File: config.mk
export PLATFORM = sky130hd
export DESIGN_NAME = memx_ctrl_flat
export DESIGN_NICKNAME = d
export VERILOG_FILES = /design/src/rtl/memx_pkg.sv /design/src/rtl/memx_if.sv /design/src/rtl/memx_rr_arb.sv /design/src/rtl/memx_ctrl.sv /design/src/flat_wrapper.sv
export SDC_FILE = /design/constraint.sdc
export NUM_CORES = 1
export LEC_CHECK = 0
export BUFFER_PORTS_ARGS = -buffer_cell sky130_fd_sc_hd__buf_2
export CORE_ASPECT_RATIO = 1.2
export CORE_MARGIN = 3
export CORE_UTILIZATION = 47
export DETAILED_ROUTE_END_ITERATION = 12
export HOLD_SLACK_MARGIN = 0.08
export MAX_ROUTING_LAYER = met4
export PLACE_DENSITY = 0.8
export SETUP_SLACK_MARGIN = 0.2
export SLEW_MARGIN = 5
export SYNTH_ARGS = -nofsm -noshare
export SYNTH_HDL_FRONTEND = slang
export SYNTH_HIERARCHICAL = 1
export SYNTH_SLANG_ARGS = --single-unit
File: constraint.sdc
create_clock -name clock -period 3.75 [get_ports clock]
set_clock_uncertainty 0.05 [all_clocks]
set_input_delay 0.75 -clock clock [delete_from_list [all_inputs] [get_ports clock]]
set_output_delay 0.75 -clock clock [all_outputs]
set_load 0.02 [all_outputs]
File: src/rtl/memx_pkg.sv
// Shared definitions for the MemX SRAM controller: widths, depth, FSM states
// and the port identifier used by the round-robin arbiter.
package memx_pkg;

   localparam int unsigned ADDR_W     = 8;
   localparam int unsigned HALF_W     = 32;
   localparam int unsigned MEMX_DEPTH = 256;

   typedef enum logic [1:0] {
      ST_IDLE   = 2'd0,
      ST_ACCESS = 2'd1,
      ST_CLEAR  = 2'd2
   } memx_state_e;

   typedef enum logic {
      PORT_RD = 1'b0,
      PORT_WR = 1'b1
   } memx_port_e;

endpackage

File: src/rtl/memx_if.sv
// Host-side request/grant/return bundle of the MemX controller.
interface memx_if #(
   parameter int unsigned ADDR_W = memx_pkg::ADDR_W,
   parameter int unsigned HALF_W = memx_pkg::HALF_W
);
   logic                  wr_req;
   logic [ADDR_W-1:0]     wr_addr;
   logic [2*HALF_W-1:0]   wr_data;
   logic                  wr_gnt;
   logic                  rd_req;
   logic [ADDR_W-1:0]     rd_addr;
   logic                  rd_gnt;
   logic                  rd_valid;
   logic [2*HALF_W-1:0]   rd_data;
   logic                  clr_start;
   logic                  clr_busy;
   logic                  clr_done;

   modport master (
      output wr_req, wr_addr, wr_data, rd_req, rd_addr, clr_start,
      input  wr_gnt, rd_gnt, rd_valid, rd_data, clr_busy, clr_done
   );

   modport slave (
      input  wr_req, wr_addr, wr_data, rd_req, rd_addr, clr_start,
      output wr_gnt, rd_gnt, rd_valid, rd_data, clr_busy, clr_done
   );
endinterface

File: src/rtl/memx_rr_arb.sv
// Two-way round-robin arbiter between the write and read ports; the port that
// was not served last wins a conflict, and the history starts at "read".
module memx_rr_arb (
   input  logic clock,
   input  logic reset_n,
   input  logic en,
   input  logic req_wr,
   input  logic req_rd,
   output logic gnt_wr_c,
   output logic gnt_rd_c
);
   import memx_pkg::*;

   memx_port_e last_q;

   always_comb begin
      gnt_wr_c = 1'b0;
      gnt_rd_c = 1'b0;
      if (en) begin
         gnt_wr_c = req_wr & (~req_rd | (last_q == PORT_RD));
         gnt_rd_c = req_rd & ~gnt_wr_c;
      end
   end

   always_ff @(posedge clock or negedge reset_n) begin
      if (!reset_n) begin
         last_q <= PORT_RD;
      end else if (gnt_wr_c) begin
         last_q <= PORT_WR;
      end else if (gnt_rd_c) begin
         last_q <= PORT_RD;
      end
   end

endmodule

File: src/rtl/memx_ctrl.sv
// MemX SRAM controller: arbitrates host writes/reads onto one shared SRAM port,
// runs a full zero-fill on request and returns read data two cycles later.
module memx_ctrl #(
   parameter int unsigned ADDR_W = memx_pkg::ADDR_W,
   parameter int unsigned HALF_W = memx_pkg::HALF_W
) (
   input  logic                  clock,
   input  logic                  reset_n,
   memx_if.slave                 host,
   output logic [ADDR_W-1:0]     common_address,
   output logic [HALF_W-1:0]     Product,
   output logic [HALF_W-1:0]     C,
   output logic                  WrtEnbX,
   output logic                  notWrtEnbX,
   input  logic [2*HALF_W-1:0]   memX_dataout
);
   import memx_pkg::*;

   localparam int unsigned WORD_W = 2 * HALF_W;

   memx_state_e        state_q;
   logic [ADDR_W-1:0]  clr_cnt_q;
   logic               ready_q;
   logic               rd_pipe_q;
   logic               wr_gnt_q;
   logic               rd_gnt_q;
   logic               rd_valid_q;
   logic [WORD_W-1:0]  rd_data_q;
   logic               clr_busy_q;
   logic               clr_done_q;

   logic clr_go_c;
   logic arb_en_c;
   logic wr_want_c;
   logic rd_want_c;
   logic gnt_wr_c;
   logic gnt_rd_c;

   // A request still high in its own grant cycle is the one just served.
   assign wr_want_c = host.wr_req & ~wr_gnt_q;
   assign rd_want_c = host.rd_req & ~rd_gnt_q;
   assign clr_go_c  = host.clr_start & (state_q != ST_CLEAR);
   assign arb_en_c  = ready_q & ~clr_go_c & (state_q != ST_CLEAR);

   memx_rr_arb u_arb (
      .clock    (clock),
      .reset_n  (reset_n),
      .en       (arb_en_c),
      .req_wr   (wr_want_c),
      .req_rd   (rd_want_c),
      .gnt_wr_c (gnt_wr_c),
      .gnt_rd_c (gnt_rd_c)
   );

   assign host.wr_gnt   = wr_gnt_q;
   assign host.rd_gnt   = rd_gnt_q;
   assign host.rd_valid = rd_valid_q;
   assign host.rd_data  = rd_data_q;
   assign host.clr_busy = clr_busy_q;
   assign host.clr_done = clr_done_q;

   // FSM, clear counter, SRAM command register and read-return pipeline.
   always_ff @(posedge clock or negedge reset_n) begin
      if (!reset_n) begin
         state_q        <= ST_IDLE;
         clr_cnt_q      <= '0;
         ready_q        <= 1'b0;
         rd_pipe_q      <= 1'b0;
         wr_gnt_q       <= 1'b0;
         rd_gnt_q       <= 1'b0;
         rd_valid_q     <= 1'b0;
         rd_data_q      <= '0;
         clr_busy_q     <= 1'b0;
         clr_done_q     <= 1'b0;
         common_address <= '0;
         Product        <= '0;
         C              <= '0;
         WrtEnbX        <= 1'b0;
         notWrtEnbX     <= 1'b0;
      end else begin
         ready_q    <= 1'b1;
         wr_gnt_q   <= 1'b0;
         rd_gnt_q   <= 1'b0;
         clr_done_q <= 1'b0;
         WrtEnbX    <= 1'b0;
         notWrtEnbX <= 1'b0;

         // SRAM data is stable the cycle after the strobe; return it one later.
         rd_pipe_q  <= notWrtEnbX;
         rd_valid_q <= rd_pipe_q;
         if (rd_pipe_q) begin
            rd_data_q <= memX_dataout;
         end

         unique case (state_q)
            ST_CLEAR: begin
               if (clr_cnt_q == '0) begin
                  state_q    <= ST_IDLE;
                  clr_busy_q <= 1'b0;
                  clr_done_q <= 1'b1;
               end else begin
                  WrtEnbX        <= 1'b1;
                  common_address <= clr_cnt_q;
                  Product        <= '0;
                  C              <= '0;
                  clr_cnt_q      <= clr_cnt_q + ADDR_W'(1);
               end
            end
            default: begin
               if (clr_go_c) begin
                  state_q        <= ST_CLEAR;
                  clr_busy_q     <= 1'b1;
                  WrtEnbX        <= 1'b1;
                  common_address <= '0;
                  Product        <= '0;
                  C              <= '0;
                  clr_cnt_q      <= ADDR_W'(1);
               end else if (gnt_wr_c) begin
                  state_q         <= ST_ACCESS;
                  wr_gnt_q        <= 1'b1;
                  WrtEnbX         <= 1'b1;
                  common_address  <= host.wr_addr;
                  {Product, C}    <= host.wr_data;
               end else if (gnt_rd_c) begin
                  state_q        <= ST_ACCESS;
                  rd_gnt_q       <= 1'b1;
                  notWrtEnbX     <= 1'b1;
                  common_address <= host.rd_addr;
               end else begin
                  state_q <= ST_IDLE;
               end
            end
         endcase
      end
   end

endmodule
File: src/flat_wrapper.sv
// flat-port wrapper written by rule: the top's interface ports become plain ports
module memx_ctrl_flat import memx_pkg::*;
#(
   parameter int unsigned ADDR_W = memx_pkg::ADDR_W,
   parameter int unsigned HALF_W = memx_pkg::HALF_W
)
  (clock, reset_n, common_address, Product, C, WrtEnbX, notWrtEnbX, memX_dataout, host_wr_req, host_wr_addr, host_wr_data, host_rd_req, host_rd_addr, host_clr_start, host_wr_gnt, host_rd_gnt, host_rd_valid, host_rd_data, host_clr_busy, host_clr_done);
  memx_if #(.ADDR_W(ADDR_W), .HALF_W(HALF_W)) host_i ();
  input  logic clock;
  input  logic reset_n;
  output logic [ADDR_W-1:0] common_address;
  output logic [HALF_W-1:0] Product;
  output logic [HALF_W-1:0] C;
  output logic WrtEnbX;
  output logic notWrtEnbX;
  input  logic [2*HALF_W-1:0] memX_dataout;
  input wire logic [$bits(host_i.wr_req)-1:0] host_wr_req;
  input wire logic [$bits(host_i.wr_addr)-1:0] host_wr_addr;
  input wire logic [$bits(host_i.wr_data)-1:0] host_wr_data;
  input wire logic [$bits(host_i.rd_req)-1:0] host_rd_req;
  input wire logic [$bits(host_i.rd_addr)-1:0] host_rd_addr;
  input wire logic [$bits(host_i.clr_start)-1:0] host_clr_start;
  output wire logic [$bits(host_i.wr_gnt)-1:0] host_wr_gnt;
  output wire logic [$bits(host_i.rd_gnt)-1:0] host_rd_gnt;
  output wire logic [$bits(host_i.rd_valid)-1:0] host_rd_valid;
  output wire logic [$bits(host_i.rd_data)-1:0] host_rd_data;
  output wire logic [$bits(host_i.clr_busy)-1:0] host_clr_busy;
  output wire logic [$bits(host_i.clr_done)-1:0] host_clr_done;
  assign host_i.wr_req = host_wr_req;
  assign host_i.wr_addr = host_wr_addr;
  assign host_i.wr_data = host_wr_data;
  assign host_i.rd_req = host_rd_req;
  assign host_i.rd_addr = host_rd_addr;
  assign host_i.clr_start = host_clr_start;
  assign host_wr_gnt = host_i.wr_gnt;
  assign host_rd_gnt = host_i.rd_gnt;
  assign host_rd_valid = host_i.rd_valid;
  assign host_rd_data = host_i.rd_data;
  assign host_clr_busy = host_i.clr_busy;
  assign host_clr_done = host_i.clr_done;
  memx_ctrl #(.ADDR_W(ADDR_W), .HALF_W(HALF_W)) u_core (.clock(clock), .reset_n(reset_n), .host(host_i), .common_address(common_address), .Product(Product), .C(C), .WrtEnbX(WrtEnbX), .notWrtEnbX(notWrtEnbX), .memX_dataout(memX_dataout));
endmodule
### After elaboration in Yosys (flattened, before gate mapping)

Cells that the tools add are included.

* $add $sub $neg: 1
* eq/ne operators: 4
* muxes and demuxes: 39
* bitwise gates (word level): 14
* reduce and logical (&&, ||, !) cells: 9

Operators by type and width (number)
* $mux 32: 7
* $mux 8: 8
* $mux 1: 20
* $add 8x1->8 const B: 1
* $logic_not 8->1: 1
* $mux 2: 4
* $reduce_and 2->1: 4
* $and 1x1->1: 7
* $not 1->1: 6
* $ne 2x2->1 const B: 2
* $reduce_bool 2->1: 2
* $reduce_bool 4->1: 1
* $reduce_bool 3->1: 1
* $eq 2x2->1 const B: 1
* $ne 2x1->1 const B: 1
* $or 1x1->1: 1

* register bits: 155
* input bits: 149
* output and inout port bits: 143
* word-level logic and storage cells: 82

### Longest topological paths before layout

Gate-level depths: netlist (run 1).

* depth after elaboration: 12
* depth in mapped cells: 11
* mapped depth without buffers: 8

### By module

The synthesis (run 1) kept the hierarchy.

Modules (own cells, without submodules)
* memx_ctrl: instances 1, cells an instance 526, area an instance 6488.7 um^2, seq. area each 3853.7 um^2
* memx_rr_arb: instances 1, cells an instance 8, area an instance 61.3 um^2, seq. area each 25.0 um^2

### Least setup slack after synthesis (run 1)

Ideal clock, no wire load.

* kind: in2reg
* start: input port host_clr_start
* end: register u_core.common_address[0]
* setup time: 125 ps
* data arrival time: 2770 ps
* required time: 3575 ps
* setup slack: 805 ps
* cell stages on the path: 9
* path buffers: 2
* path through: nor2_1 > clkbuf_1 > and2_1 > nand2_1 > a21oi_1 > buf_1 > mux2i_1 > o22ai_1 > mux2_2

* word-level cells in the longest chain between the ends: 8
* elaborated cells on any way between the ends: 11
* classes of those cells: mux (5); bitwise (4); reduce/logical (2)

Ends and longest elaborated chain
* from (decl): line flat_wrapper.sv:22 `input wire logic [$bits(host_i.clr_start)-1:0] host_clr_start;`
* $and 1x1->1 *: line memx_ctrl.sv:42 `assign clr_go_c = host.clr_start & (state_q != ST_CLEAR);`
* $not 1->1 *: line memx_ctrl.sv:43 `assign arb_en_c = ready_q & ~clr_go_c & (state_q != ST_CLEAR);`
* $and 1x1->1 * (2 in series): line memx_ctrl.sv:43
* named net u_core.arb_en_c: line memx_ctrl.sv:33 `logic arb_en_c;`
* $mux 1 *: line memx_rr_arb.sv:19 `if (en) begin`
* named net u_core.gnt_wr_c: line memx_ctrl.sv:36 `logic gnt_wr_c;`
* $mux 8: line memx_ctrl.sv:118 `end else if (gnt_wr_c) begin`
* $mux 8: line memx_ctrl.sv:110 `if (clr_go_c) begin`
* $mux 8: line memx_ctrl.sv:95 `unique case (state_q)`
* to (signal assigned): line memx_ctrl.sv:103 `common_address <= clr_cnt_q;`
* to (signal assigned): line memx_ctrl.sv:122 `common_address <= host.wr_addr;`
* to (signal assigned): line memx_ctrl.sv:128 `common_address <= host.rd_addr;`
* to (decl): line memx_ctrl.sv:10 `output logic [ADDR_W-1:0] common_address,`

The timed path passes the listed nets; every way through them passes the cells marked *.
A chain may end at the register's enable or synchronous reset.

### Worst setup path after layout (run 1)

* start: register u_core.state_q[1]
* end: register u_core.Product[12]

* word-level cells in the longest chain between the ends: 8
* elaborated cells on any way between the ends: 12
* classes of those cells: eq/ne (3); mux (3); bitwise (4); reduce/logical (2)

Ends and longest elaborated chain
* from (decl): line memx_ctrl.sv:21 `memx_state_e state_q;`
* from (signal assigned): line memx_ctrl.sv:65 `state_q <= ST_IDLE;`
* from (signal assigned): line memx_ctrl.sv:98 `state_q <= ST_IDLE;`
* from (signal assigned): line memx_ctrl.sv:111 `state_q <= ST_CLEAR;`
* $ne 2x2->1 *: line memx_ctrl.sv:42, memx_ctrl.sv:43
* $and 1x1->1: line memx_ctrl.sv:42
* $not 1->1: line memx_ctrl.sv:43
* $and 1x1->1: line memx_ctrl.sv:43
* $and 1x1->1 *: line memx_ctrl.sv:43
* named net u_core.arb_en_c: line memx_ctrl.sv:33
* $mux 1 *: line memx_rr_arb.sv:19
* named net u_core.gnt_wr_c: line memx_ctrl.sv:36
* $reduce_bool 3->1 (no line) *
* $reduce_and 2->1 (no line) *
* to (signal assigned): line memx_ctrl.sv:123 `{Product, C} <= host.wr_data;`
* to (decl): line memx_ctrl.sv:11 `output logic [HALF_W-1:0] Product,`

Marked as above.

==> metrics, run 1 <==
post-CTS resize count=0; Die Y=135.3 um; Leakage Power=4.920 nW; WP data arrival=2.92 ns; placed inst area=8099 um2; Post-Synthesis Cells=534; drt initial violations=274; layer with the highest usage=met2; Final period util=70.77%; complex-gate fraction of the synthesized area=2.388%; Final GP Congestion=0.7977; Initial Utilization=48.84%; post-synth cell types=31; endpoint class of the critical path=flop; syn_area_per_cell=12.27 um2; adder-cell area share of the yosys netlist=0.3820%; fin crit period=2.654 ns; Core ar.=13410 um2; Yosys warning count=6; Detail Route Antenna Nets=0; mux contribution to synthesized area=23.84%; RSZ-0062 raised after global routing=false; final number of setup-violating endpoints=0; fraction of the yosys area taken by sequential cells=59.22%; Total Neg Setup Slack=0 ns; Max-Slew Margin vs Limit=51.22%; drt wl/cell=15.86 um; H-tree Lvls=4; PwrDens=823.9 nW/um2; Simple-Gate Fraction of Synth Area=6.896%; Worst EP required=4.01 ns; dpl hpwl=11.81 mm; vias per cell=4.798; Clock Sink Count=155; number of global-route vias before repair=4933; Synth-to-Final Area Change=32.78%; CTS Hold Buffers Added=0; FILL cells=1064; Clock Tree Buf Depth=2; # IOs=292; Root Driver=clkbuf_16; share of cells above drive strength 1=48.80%; Tot Pwr=7.165 mW; Setup Buffers After CTS=0; final instance area=8697 um2; status=complete, no violations; worst skew pair latency=0.41 ns; met3 Track Usage GR=5.764%; DRT Pass-1 Iters=4; Critical Path Fanout Max=40; Post-Syn Area=6550 um2; Area contributors post-synth=dfrtp_1, mux2_2, mux2i_1, nand2_1, inv_1; Startpoint Class=flop; Fin. Hold Viols=0; routed wire length=15.96 mm; largest net degree at the start of global routing=82; leading area contributor after synthesis=dfrtp_1; global-route wire length before repair=24.70 mm; final core utilization=64.85%; worst vdd ir=447.3 uV; worst hold path type=in2async; largest family of logic cells by synthesized area=multiplexers; Synth top area share=59.22%; Register Area=3880 um2; final net count=975; GRT overflow=0; full die area=15390 um2; Post-Synth XOR/XNOR Area=0%; Worst-Margin Slew=0.7317 ns; met1 Use GR=24.40%; Max Slew Vio Count=0; total track usage=20.97%; Crit Path Class=reg2reg; CTS Buf Count=17; Residual DRC=0; CTS tree=yes; clock-pin slew on the worst setup and hold paths=0.07 ns; syn_nets=685; via count=4827; row count=46; antenna violations before repair=2; area of the multi-input gates=2211 um2; die width=113.8 um; met2 Use GR=35.79%; fmax=376.8 MHz; Synth Register Bits=155; maxcap violations=0; # port buffers=291
-- where the power goes --
group	internal, mW	switching [mW]
Sequential	2.28	0.319
Clock	1.01	0.699
Combinational	1.13	1.72
Total	4.42	2.74
-- stage by stage --
step / std cells / setup WS, ns / hold slack, ns
floorplan: 534 / 0.8052 / 0.3019
global placement: 973 / 1.003 / 0.4011
detailed placement: 973 / 0.9370 / 0.4207
CTS: 1004 / 1.070 / 0.1891
global route: 1006 / 0.9188 / 0.1932
finish: 1006 / 1.096 / 0.1839
-- cell type report --
class	count	share of cell area, %
flip-flops and latches	155	44.61
multi-input cells	281	25.42
repair buffers	299	17.65
clock buffers	18	5.050
inverters	70	3.021
well taps	168	2.417
clock inverters	13	1.770
diodes	2	0.05755
-- layer usage --
metal | wire (um) | vias up
met1 | 6302 | 2289
met3 | 1299 | 18
li1 | - | 2332
met2 | 8154 | 188
met4 | 198 | 0
met5 | 0 | -
-- cells in the final DEF (no fill, tap or decap), types with 2 or more instances in the layout --
cell type / count
inv_6: 5
nand4_1: 3
and2_1: 2
ha_1: 2
dfrtp_1: 154
bufinv_16: 2
mux2_2: 72
a21oi_2: 2
nor2_4: 2
clkbuf_16: 17
buf_4: 7
nor3b_1: 2
o22ai_1: 2
a31oi_1: 2
mux2i_1: 75
inv_1: 70
diode_2: 2
clkinvlp_4: 3
nand2b_1: 2
a21oi_1: 5
buf_2: 290
inv_8: 2
nor2_1: 3
o21ai_0: 16
nor2b_1: 3
nor3_1: 2
nand2_1: 77
and3_1: 4
-- cells in the mapped netlist (all sizes together) --
master	instances
dfrtp	155
nand2	77
mux2i	75
mux2	72
inv	70
clkbuf	17
o21ai	16
buf	11
a21oi	7
nor2	5
and3	4
nand4	3
nor2b	3
a31oi	2
and2	2
ha	2
nand2b	2
nor3	2
nor3b	2
o22ai	2
a211o	1
and4	1
conb	1
nand3	1
nor4b	1
-- final timing paths --
check / startpoint / to / slack (ns) / cells past startpoint
worst min register to register: u_core/host.rd_gnt / u_core/rd_pipe_q / 0.43 / 0
max in group asynchronous: reset_n / u_core/host.rd_data[46] / 2.65 / 2
worst min-delay path: reset_n / u_core/C[23] / 0.18 / 1
min in group clock: u_core/host.rd_gnt / u_core/rd_pipe_q / 0.43 / 0
worst max register to register: u_core/state_q[1] / u_core/Product[12] / 1.10 / 11
worst max-delay path: u_core/state_q[1] / u_core/Product[12] / 1.10 / 11
-- worst max-delay path, stage by stage, from the launching register on --
cell	delay, ns
dfrtp_1	0.38
nor2b_1	0.13
buf_4	0.18
nor2_4	0.09
and2_1	0.16
nand2_1	0.09
a21oi_1	0.13
buf_4	0.23
nor3_1	0.12
nor2_4	0.09
buf_4	0.53
mux2i_1	0.33
-- registers in the layout (all words and copies together), names as in the netlist, 2 cells and up --
register and flops:
u_core/common_address 8, u_core/clr_cnt_q 8, u_core/host.rd_data 64, u_core/state_q 2
u_core/Product 32, u_core/C 32
-- cells by family after synthesis --
family | Yosys count
flops | 155
mux | 147
simple gates | 103
buf+inv | 98
compound gates | 28
fa+ha+maj | 2
other cells | 1
No activity file was read; power rests on OpenSTA's default activity.
==> run 2, diff against run 1 <==
Settings changed: ABC_AREA set to 1, CORE_UTILIZATION 47 to 43, PLACE_DENSITY 0.8 to 0.76.
Clock period 3.75 ns to 2.25 ns, I/O delays scaled along.
==> metrics, run 2 <==
total track usage=22.30%; Synth Flop Type=dfrtp_1; Synth Register Bits=155; post-synth cell types=20; CTS Buf Count=17; FILL cells=1312; Leakage Power=5.715 nW; Critical Path Fanout Max=69; fin crit period=1.841 ns; via count=5875; number of global-route vias before repair=5718; Final period util=81.82%; worst hold path type=in2reg; Yosys warning count=6; Worst-Margin Slew=0.7592 ns; row count=49; leading area contributor after synthesis=dfrtp_1; H-tree Lvls=4; EDFF count, synth=0; Total Neg Setup Slack=0 ns; antenna violations before repair=9; routed wire length=19.18 mm; Setup Buffers After CTS=0; Area contributors post-synth=dfrtp_1, nand2_1, mux2_2, nand3_1, inv_1; Post-Synthesis Cells=749; Final GP Congestion=0.8440; top-count cell post-synth=nand2_1; CTS tree=yes; endpoint class of the critical path=flop; drt initial violations=455; Clock Tree Buf Depth=2; PnR worst setup slack=0.4090 ns; dpl hpwl=14.12 mm; final net count=1189; Root Driver=clkbuf_16; worst skew pair latency=0.42 ns; syn_area_per_cell=9.121 um2; Layout Cells excl Fill=1265; full die area=17440 um2; fmax=543.2 MHz; Die Y=144.1 um; synth cell count leaders=nand2_1, dfrtp_1, nand3_1, inv_1, nor2_1; Fin. Hold Viols=0; final number of setup-violating endpoints=0; Max Slew Vio Count=0; Synth top area share=56.78%; Startpoint Class=flop; Detail Route Antenna Nets=0; Worst EP required=2.51 ns; clock-pin slew on the worst setup and hold paths=0.06 ns; worst vdd ir=482.9 uV; Max-Slew Margin vs Limit=49.38%; most common cell after layout, fill and taps aside=buf_2; Cells after DPL=1222; RSZ-0062 raised after global routing=false; # port buffers=291; Residual DRC=0; maxcap violations=0; syn_nets=900; Hold Path Cell Cnt=2; max reg flops=64; DRT Pass-1 Iters=5; drt wl/cell=15.16 um; Clock Sink Count=155; largest net degree at the start of global routing=70; WP data arrival=2.10 ns; most frequent cells in the layout=buf_2, nand2_1, dfrtp_1; fraction of the yosys area taken by sequential cells=56.78%; Reg2Reg Depth=7; Synth-to-Final Area Change=34.47%; dpl ws=0.2732 ns; global-route wire length before repair=29.29 mm; share of cells above drive strength 1=39.87%; Post-Syn Area=6832 um2; die width=121.1 um; Initial Utilization=44.75%; Core ar.=15270 um2; PwrDens=848.4 nW/um2; status=complete, no violations; Crit Path Class=reg2reg; GRT overflow=0; vias per cell=4.644; # IOs=292; async set-reset flop share out of synthesis=100.0%
## run 2: cell count changes in the layout (fill, tap and decap cells not counted), moves of 6 or more
cell     delta
nand2_1   +151
inv_1      +11
buf_4       +6
o21ai_0    -14
mux2_2      -8
mux2i_1    -75
nor2_1     +72
nand3_1    +85
diode_2     +8
## run 2: cell families after synthesis
kind of cell	after synthesis	synth area share, %
compound gates	4	0.4579
buf+inv	126	8.169
simple gates	397	23.63
other cells	1	0.05489
mux	64	10.55
fa+ha+maj	2	0.3662
flops	155	56.78
## run 2: worst paths after layout
| path | startpoint | end | slack [ns] |
|---|---|---|---|
| max | u_core/state_q[0] | u_core/clr_cnt_q[5] | 0.41 |
| min | memX_dataout[27] | u_core/host.rd_data[27] | 0.21 |
| max reg2reg | u_core/state_q[0] | u_core/clr_cnt_q[5] | 0.41 |
| min reg2reg | u_core/host.rd_gnt | u_core/rd_pipe_q | 0.39 |
| max in group asynchronous | reset_n | u_core/Product[14] | 0.97 |
| min in group asynchronous | reset_n | u_core/host.rd_data[48] | 0.53 |
## run 2: where the power goes
| part | internal (mW) | switching [mW] | total (mW) |
|---|---|---|---|
| clock network | 1.81 | 1.16 | 2.97 |
| logic | 0.559 | 1.01 | 1.57 |
| registers | 3.04 | 0.206 | 3.25 |
## run 2: what timing repair did
action                                  4_1_cts  5_1_grt
hold buffers                                  1        0
endpoints found under the setup margin        0       41
resized for setup                             0        2
endpoints found under the hold margin        55        0
## run 2: layer usage
metal  vias up  track usage, %  share of wire (%)
li1       2904               -                  -
met1      2728           24.77                 38
met2       219           37.59                 52
met3        24           7.199                8.5
met4         0           8.413                1.6
met5         -               -                  0
## run 2: critical path, cell delays in order, from the launching register on
cell and delay, ns:
dfrtp_1 0.37, inv_2 0.07, nand2_1 0.11, nand2_2 0.09
buf_4 0.59, nand2_2 0.26, nand2_1 0.12, nand2_1 0.05
## run 2: layout make-up
type	instances	area, um2	area share [%]
Multi-Input combinational cell	468	2415	26.29
Clock inverter	12	161.4	1.757
Clock buffer	20	456.7	4.971
Timing Repair Buffer	310	1670	18.18
Antenna cell	10	25.02	0.2724
Tap cell	204	255.2	2.779
Sequential cell	155	3880	42.24
Inverter	86	322.8	3.514
## run 2: metrics by stage
step | power [mW] | area, um2 | hold WS (ns) | utilization [%]
after floorplan | 4.245 | 6833 | 0.1044 | -
after global placement | 4.830 | 8526 | 0.3863 | 55.85
after detailed placement | 4.859 | 8526 | 0.3839 | 55.85
after CTS | 7.852 | 9154 | 0.1880 | 59.96
after global routing | 8.189 | 9184 | 0.1914 | 60.16
final | 7.793 | 9186 | 0.2100 | 60.18
